### src/rtl/tick_countdown_timer.sv
// Tick-driven countdown timer: converts a toggling timebase into tick strobes and runs a
// one-shot/auto-reload countdown. Define TICK_STALL_DETECT_EN to enable the timebase-stall watchdog.
module tick_countdown_timer #(
    parameter int CNT_W        = 16,
    parameter int FREE_W       = 32,
    parameter int STALL_CYCLES = 1200000
) (
    input  logic              clk,
    input  logic              rst,
    input  logic              tick_in,
    input  logic              start,
    input  logic [CNT_W-1:0]  load_val,
    input  logic              reload,
    input  logic              abort,
    output logic              tick_pulse,
    output logic              busy,
    output logic              done,
    output logic [CNT_W-1:0]  remaining,
    output logic [FREE_W-1:0] tick_count,
    output logic              stall
);

    typedef enum logic {IDLE, RUN} state_t;

    state_t           state;
    logic             sync1, sync2, prev;
    logic             reload_q;
    logic [CNT_W-1:0] load_q;

    always_ff @(posedge clk or posedge rst) begin
        if (rst) begin
            sync1      <= 1'b0;
            sync2      <= 1'b0;
            prev       <= 1'b0;
            tick_pulse <= 1'b0;
            tick_count <= '0;
            state      <= IDLE;
            busy       <= 1'b0;
            done       <= 1'b0;
            remaining  <= '0;
            reload_q   <= 1'b0;
            load_q     <= '0;
        end else begin
            // NOTE: non-blocking assignments let the three flops form a true shift chain.
            sync1      <= tick_in;
            sync2      <= sync1;
            prev       <= sync2;
            tick_pulse <= sync2 ^ prev;

            if (tick_pulse)
                tick_count <= tick_count + FREE_W'(1);

            done <= 1'b0;

            // abort outranks start, which outranks a tick in the same cycle.
            if (abort) begin
                state     <= IDLE;
                busy      <= 1'b0;
                remaining <= '0;
            end else if (start) begin
                if (load_val != '0) begin
                    state     <= RUN;
                    busy      <= 1'b1;
                    remaining <= load_val;
                    load_q    <= load_val;
                    reload_q  <= reload;
                end else begin
                    state     <= IDLE;
                    busy      <= 1'b0;
                    remaining <= '0;
                    done      <= 1'b1;
                end
            end else if (state == RUN && tick_pulse) begin
                if (remaining > CNT_W'(1)) begin
                    remaining <= remaining - CNT_W'(1);
                end else begin
                    done <= 1'b1;
                    if (reload_q) begin
                        remaining <= load_q;
                    end else begin
                        remaining <= '0;
                        state     <= IDLE;
                        busy      <= 1'b0;
                    end
                end
            end
        end
    end

`ifdef TICK_STALL_DETECT_EN
    localparam int              WD_W   = $clog2(STALL_CYCLES + 1);
    localparam logic [WD_W-1:0] WD_MAX = WD_W'(STALL_CYCLES);

    logic [WD_W-1:0] watchdog;

    // Saturating count of cycles since the last tick; stall holds until a tick clears it.
    always_ff @(posedge clk or posedge rst) begin
        if (rst)
            watchdog <= '0;
        else if (tick_pulse)
            watchdog <= '0;
        else if (watchdog != WD_MAX)
            watchdog <= watchdog + WD_W'(1);
    end

    assign stall = (watchdog == WD_MAX);
`else
    assign stall = 1'b0;
`endif

endmodule

### config.mk
export PLATFORM = sky130hd
export DESIGN_NAME = tick_countdown_timer
export DESIGN_NICKNAME = d
export VERILOG_FILES = /design/src/rtl/tick_countdown_timer.sv
export SDC_FILE = /design/constraint.sdc
export NUM_CORES = 1
export LEC_CHECK = 0
export ABC_AREA = 1
export CORE_MARGIN = 2
export CORE_UTILIZATION = 35
export CTS_CLUSTER_SIZE = 16
export DETAILED_ROUTE_END_ITERATION = 10
export DONT_BUFFER_PORTS = 1
export PLACE_DENSITY = 0.46
export SYNTH_ARGS = -nofsm -noshare
export SYNTH_HDL_FRONTEND = slang
export SYNTH_SLANG_ARGS = --single-unit
### constraint.sdc
create_clock -name clk -period 6 [get_ports clk]
set_input_delay 0.6 -clock clk [delete_from_list [all_inputs] [get_ports clk]]
set_output_delay 0.6 -clock clk [all_outputs]
set_load 0.02 [all_outputs]
After elaboration in Yosys (flattened, before gate mapping)

Cells that the tools add are included.
W data, S select, Z words.

Bits in registers: 71
Bits of input ports: 22
Word-level logic and storage cells: 39

$add $sub $neg: 2
Magnitude comparators: 1
Equal/unequal tests: 2
Muxes and demuxes: 17
Bitwise gates (word level): 2
Reduce and logical (&&, ||, !) cells: 5

Operators by type and width:

| operator                | count |
|---|---|
| $mux W16                | 6 |
| $add A32 B1 Y32 const B | 1 |
| $gt A16 B1 Y1 const B   | 1 |
| $reduce_bool A16 Y1     | 1 |
| $sub A16 B1 Y16 const B | 1 |
| $mux W1                 | 11 |
| $ne A3 B3 Y1 const B    | 2 |
| $reduce_and A3 Y1       | 2 |
| $reduce_bool A3 Y1      | 1 |
| $logic_and A1 B1 Y1     | 1 |
| $not A1 Y1              | 1 |
| $xor A1 B1 Y1           | 1 |

Logic depth before layout (Yosys ltp)

Depth after elaboration: 5
Gate-level depth with buffers: 12

Worst setup path after synthesis

OpenSTA, ideal clock, no wires.

Path kind: reg-to-reg
Start point: reg remaining[0]
End point: reg state
Library setup time: 0.125 ns
Arrival time: 1.521 ns
Data required time: 5.875 ns
Setup slack: 4.354 ns
Stages on the path, launching flop included: 10
Path buffers: 0
Cell sequence: dfrtp_1 inv_1 ha_1 nand2_2 a21oi_4 nand2_4 clkinv_2 nand3_2 nor2_1 o21ai_1

Longest elaborated chain between the ends: 3

RTL lines:

| item                               | RTL line | RTL |
|---|---|---|
| start, declared                    | 18       | `output logic [CNT_W-1:0] remaining,` |
| start signal, assigned             | 64       | `remaining <= load_val;` |
| start signal, assigned             | 75       | `remaining <= remaining - CNT_W'(1);` |
| start signal, assigned             | 79       | `remaining <= load_q;` |
| $gt A16 B1 Y1                      | 74       | `if (remaining > CNT_W'(1)) begin` |
| $ne A3 B3 Y1 (no source line)      | -        |  |
| $reduce_and A3 Y1 (no source line) | -        |  |
| end signal, assigned               | 62       | `state <= RUN;` |
| end signal, assigned               | 68       | `state <= IDLE;` |
| end signal, assigned               | 82       | `state <= IDLE;` |
| end, declared                      | 25       | `state_t state;` |

No other way between the ends.
A chain may end at the register's enable or synchronous reset.

Worst setup path after layout

Start point: reg tick_pulse
End point: reg remaining[6]

Longest elaborated chain between the ends: 2

RTL lines:

| item                                | RTL line | RTL |
|---|---|---|
| start, declared                     | 15       | `output logic tick_pulse,` |
| start signal, assigned              | 48       | `tick_pulse <= sync2 ^ prev;` |
| $logic_and A1 B1 Y1                 | 73       | `end else if (state == RUN && tick_pulse) begin` |
| $reduce_bool A3 Y1 (no source line) | -        |  |

No other way between the ends.

==> flow_metrics.env <==
export IMPL_status="complete, no violations"
export IMPL_numCtsBuffers=9
export IMPL_relSlewSlack=0.365
export IMPL_dieArea_mm2=0.0131
export IMPL_dr_wl_met2_um=5800
export IMPL_ys_ff_latch=71
export IMPL_dr_pass1_iters=4
export IMPL_leakagePower_nw=2.33
export IMPL_post_cts_buffers=0
export IMPL_place_congestion=0.820
export IMPL_diodes=0
export IMPL_wl_met3_um=728
export IMPL_clock_latency_ns=0.34
export IMPL_finalSetupTns_ns=0
export IMPL_n_fill_cell=1248
export IMPL_whs_endpoint="sync1$_DFF_PP0_"
export IMPL_required_ns=6.25
export IMPL_multi_input_area_mm2=0.00216
export IMPL_max_cap_viol_count=0
export IMPL_power_switching_mw=0.507
export IMPL_path_cells="buf_4 -> nand2_1 -> nand2_1 -> inv_1 -> nor2_1 -> nand3_1 -> o21ai_0"
export IMPL_met1Wirelength_um=4910
export IMPL_syn2layout_area_growth_pct=10.3
export IMPL_core_mm2=0.0120
export IMPL_num_rows=40
export IMPL_r2r_setup_slack_ns=3.48
export IMPL_clkPwrFrac=0.385
export IMPL_drc=0
export IMPL_grt_use_total=0.191
export IMPL_hpwl_um=8740
export IMPL_peakVddDrop_mv=0.197
export IMPL_antenna_found_initial=0
export IMPL_holdPathStages=0
export IMPL_post_route_util=0.393
export IMPL_grt_pass1_vias=3673
export IMPL_fin_hold_ws_ns=0.291
export IMPL_first_iter_violations=161
export IMPL_max_clock_path_buffers=2
export IMPL_cts_tree="built"
export IMPL_nets=612
export IMPL_cp_slowest_stage_delay_ns=0.74
export IMPL_rr_startpoint="tick_pulse$_DFF_PP0_"
export IMPL_power_frac_seq=0.432
export IMPL_setup_viol=0
export IMPL_ys_seq_area_frac=0.416
export IMPL_fp_dieH_um=114
export IMPL_worstSetupEndpointType="flip-flop"
export IMPL_critPathBufInv=2
export IMPL_cts_num_sinks=71
export IMPL_min_from="tick_in"
export IMPL_final_antenna_net_count=0
export IMPL_syn_nets=613
export IMPL_start_util=0.357
export IMPL_max_freq_mhz=397
export IMPL_syn_area_mm2=0.00427
export IMPL_r2r_end="remaining[6]$_DFFE_PP0P_"
export IMPL_power_density_mw_per_mm2=318
export IMPL_cts_hold_repair_buffers=0
export IMPL_p_sw_frac=0.339
export IMPL_yosys_warnings=0
export IMPL_startpoint_type="flip-flop"
export IMPL_ff_latch_area_mm2=0.00178
export IMPL_io_pins=74
export IMPL_cp_max_fo=16
export IMPL_fin_cells=738
export IMPL_critPathTopFamily="simple AND/OR/NAND/NOR gates"
export IMPL_cts_resized=0
export IMPL_drive_gt1_frac=0.0829
export IMPL_finalWirelength_um=11600
export IMPL_die_w_um=114
export IMPL_dp_cells=723
export IMPL_wire_per_inst_um=15.8
export IMPL_finalCriticalPeriod_ns=2.52
export IMPL_top_layer="met4"
export IMPL_r2r_cells=7
export IMPL_worstMarginPinSlew_ns=0.952
export IMPL_fin_crit_sh=0.419
export IMPL_via_count=3668
export IMPL_worst_path_max_delay_cell="nor2_1"
export IMPL_internal_power_mw=0.987
export IMPL_hold_viol_final=0
export IMPL_h_tree_depth=3
export IMPL_synth_distinct_cells=34
export IMPL_worstSetupPathType="flip-flop to flip-flop"
export IMPL_arrival_ns=2.77
export IMPL_grt_overflow_total=0
export IMPL_cts_root_buf="clkbuf_16"
export IMPL_crit_top_cell="nand2_1"
export IMPL_grt_setup_unrepaired="no"
export IMPL_finalPower_mw=1.49
export IMPL_grt_max_degree=72
export IMPL_finalClockSkew_ns=0.00634
export IMPL_hold_path_class="primary input to flip-flop"
export IMPL_grt_first_pass_wirelength_um=19400
export IMPL_slew_violations=0
export IMPL_path_clk_slew_ns=0.06
export IMPL_syn_avg_cell_area_um2=7.26
export IMPL_synth_cells=588
export IMPL_io_buffers=0
export IMPL_viasPerCell=4.97
export IMPL_combPwrFrac=0.183
-- synth_stat cells --
master / instances / area (µm²)
nor4_4: 1 / 21.3
buf_6: 1 / 11.3
buf_1: 1 / 3.75
conb_1: 1 / 3.75
nor3_2: 4 / 40.0
nand2_4: 1 / 11.3
nor2_4: 5 / 56.3
nor2_2: 6 / 37.5
nor4_2: 1 / 12.5
nand3_2: 4 / 40.0
a21oi_4: 1 / 16.3
nor3_4: 1 / 16.3
nand4_1: 13 / 81.3
nand3_1: 62 / 310
o21ai_0: 19 / 95.1
a21oi_2: 1 / 8.76
nand2_1: 204 / 766
nor2_1: 52 / 195
clkbuf_1: 4 / 15.0
xnor2_1: 10 / 87.6
or2_2: 2 / 12.5
ha_1: 3 / 37.5
nor3_1: 8 / 40.0
buf_4: 1 / 7.51
nand2_2: 3 / 18.8
xor2_1: 21 / 184
inv_2: 1 / 3.75
a21oi_1: 4 / 20.0
clkinv_2: 1 / 5.00
nand3b_1: 3 / 22.5
o21ai_1: 6 / 30.0
inv_1: 65 / 244
dfrtp_1: 71 / 1780
buf_2: 7 / 35.0
-- cell families after synthesis --
kind of cell             synth area share
AND/OR/NAND/NOR                     0.394
other                            0.000879
AO/OA/AOI/OAI                      0.0399
buffers and inverters              0.0762
adder cells (fa/ha/maj)           0.00880
XOR/XNOR                           0.0636
flip-flops                          0.416
-- area by class of cell --
class	count	area share
Multi-Input combinational cell	436	0.460
Sequential cell	71	0.378
Inverter	67	0.0537
Clock buffer	11	0.0516
Tap cell	147	0.0391
Clock inverter	4	0.0149
Timing Repair Buffer	2	0.00319
-- sequential cells by signal, summed over array words and instances, names as in the netlist --
name / count
reload_q: 1
state: 1
sync2: 1
done: 1
remaining: 16
prev: 1
load_q: 16
sync1: 1
tick_pulse: 1
tick_count: 32
-- worst max-delay path by stage --
stage / cells past startpoint / start / slack (ns) / endpoint
5_1_grt: 7 / tick_pulse$_DFF_PP0_ / 3.25 / remaining[6]$_DFFE_PP0P_
4_1_cts: 7 / tick_pulse$_DFF_PP0_ / 3.47 / remaining[6]$_DFFE_PP0P_
2_1_floorplan: 1 / rst / 3.60 / done$_DFF_PP0_
6_report: 7 / tick_pulse$_DFF_PP0_ / 3.48 / remaining[6]$_DFFE_PP0P_
3_5_place_dp: 6 / abort / 3.47 / remaining[6]$_DFFE_PP0P_
3_3_place_gp: 6 / abort / 3.41 / remaining[6]$_DFFE_PP0P_
-- power groups by stage --
stage / logic [mW] / registers (mW) / clock network, mW
finish: 0.274 / 0.646 / 0.575
detailed placement: 0.275 / 0.656 / 0
global placement: 0.273 / 0.656 / 0
global route: 0.316 / 0.655 / 0.613
CTS: 0.277 / 0.648 / 0.587
floorplan: 0.223 / 0.631 / 0
-- layer usage --
layer | vias to the layer above | global-route usage
met2 | 99 | 0.327
met4 | 0 | 0.0756
met3 | 13 | 0.0439
met1 | 1712 | 0.231
li1 | 1844 | -
met5 | - | 0
-- through the flow --
stage | cell area, µm² | setup slack [ns]
6_report | 4710 | 3.48
2_1_floorplan | 4270 | 3.60
3_3_place_gp | 4390 | 3.41
5_1_grt | 4710 | 3.25
3_5_place_dp | 4390 | 3.47
4_1_cts | 4710 | 3.47
-- worst reg2reg max path, stage by stage, from the launching register on --
cell and delay [ns]:
dfrtp_1 0.32, buf_4 0.27, nand2_1 0.11, nand2_1 0.34, inv_1 0.31, nor2_1 0.74
nand3_1 0.22, o21ai_0 0.12
-- cell usage in the layout, fill, tap and decap left out, types with 5 or more instances in the layout --
cell / count
nand2_1: 204
nor2_2: 6
nor3_1: 8
clkbuf_16: 9
nor2_1: 52
xor2_1: 21
nor2_4: 5
xnor2_1: 10
nand3_1: 62
o21ai_1: 6
dfrtp_1: 71
nand4_1: 13
o21ai_0: 19
inv_1: 64
No activity file was read; power rests on OpenSTA's default activity.
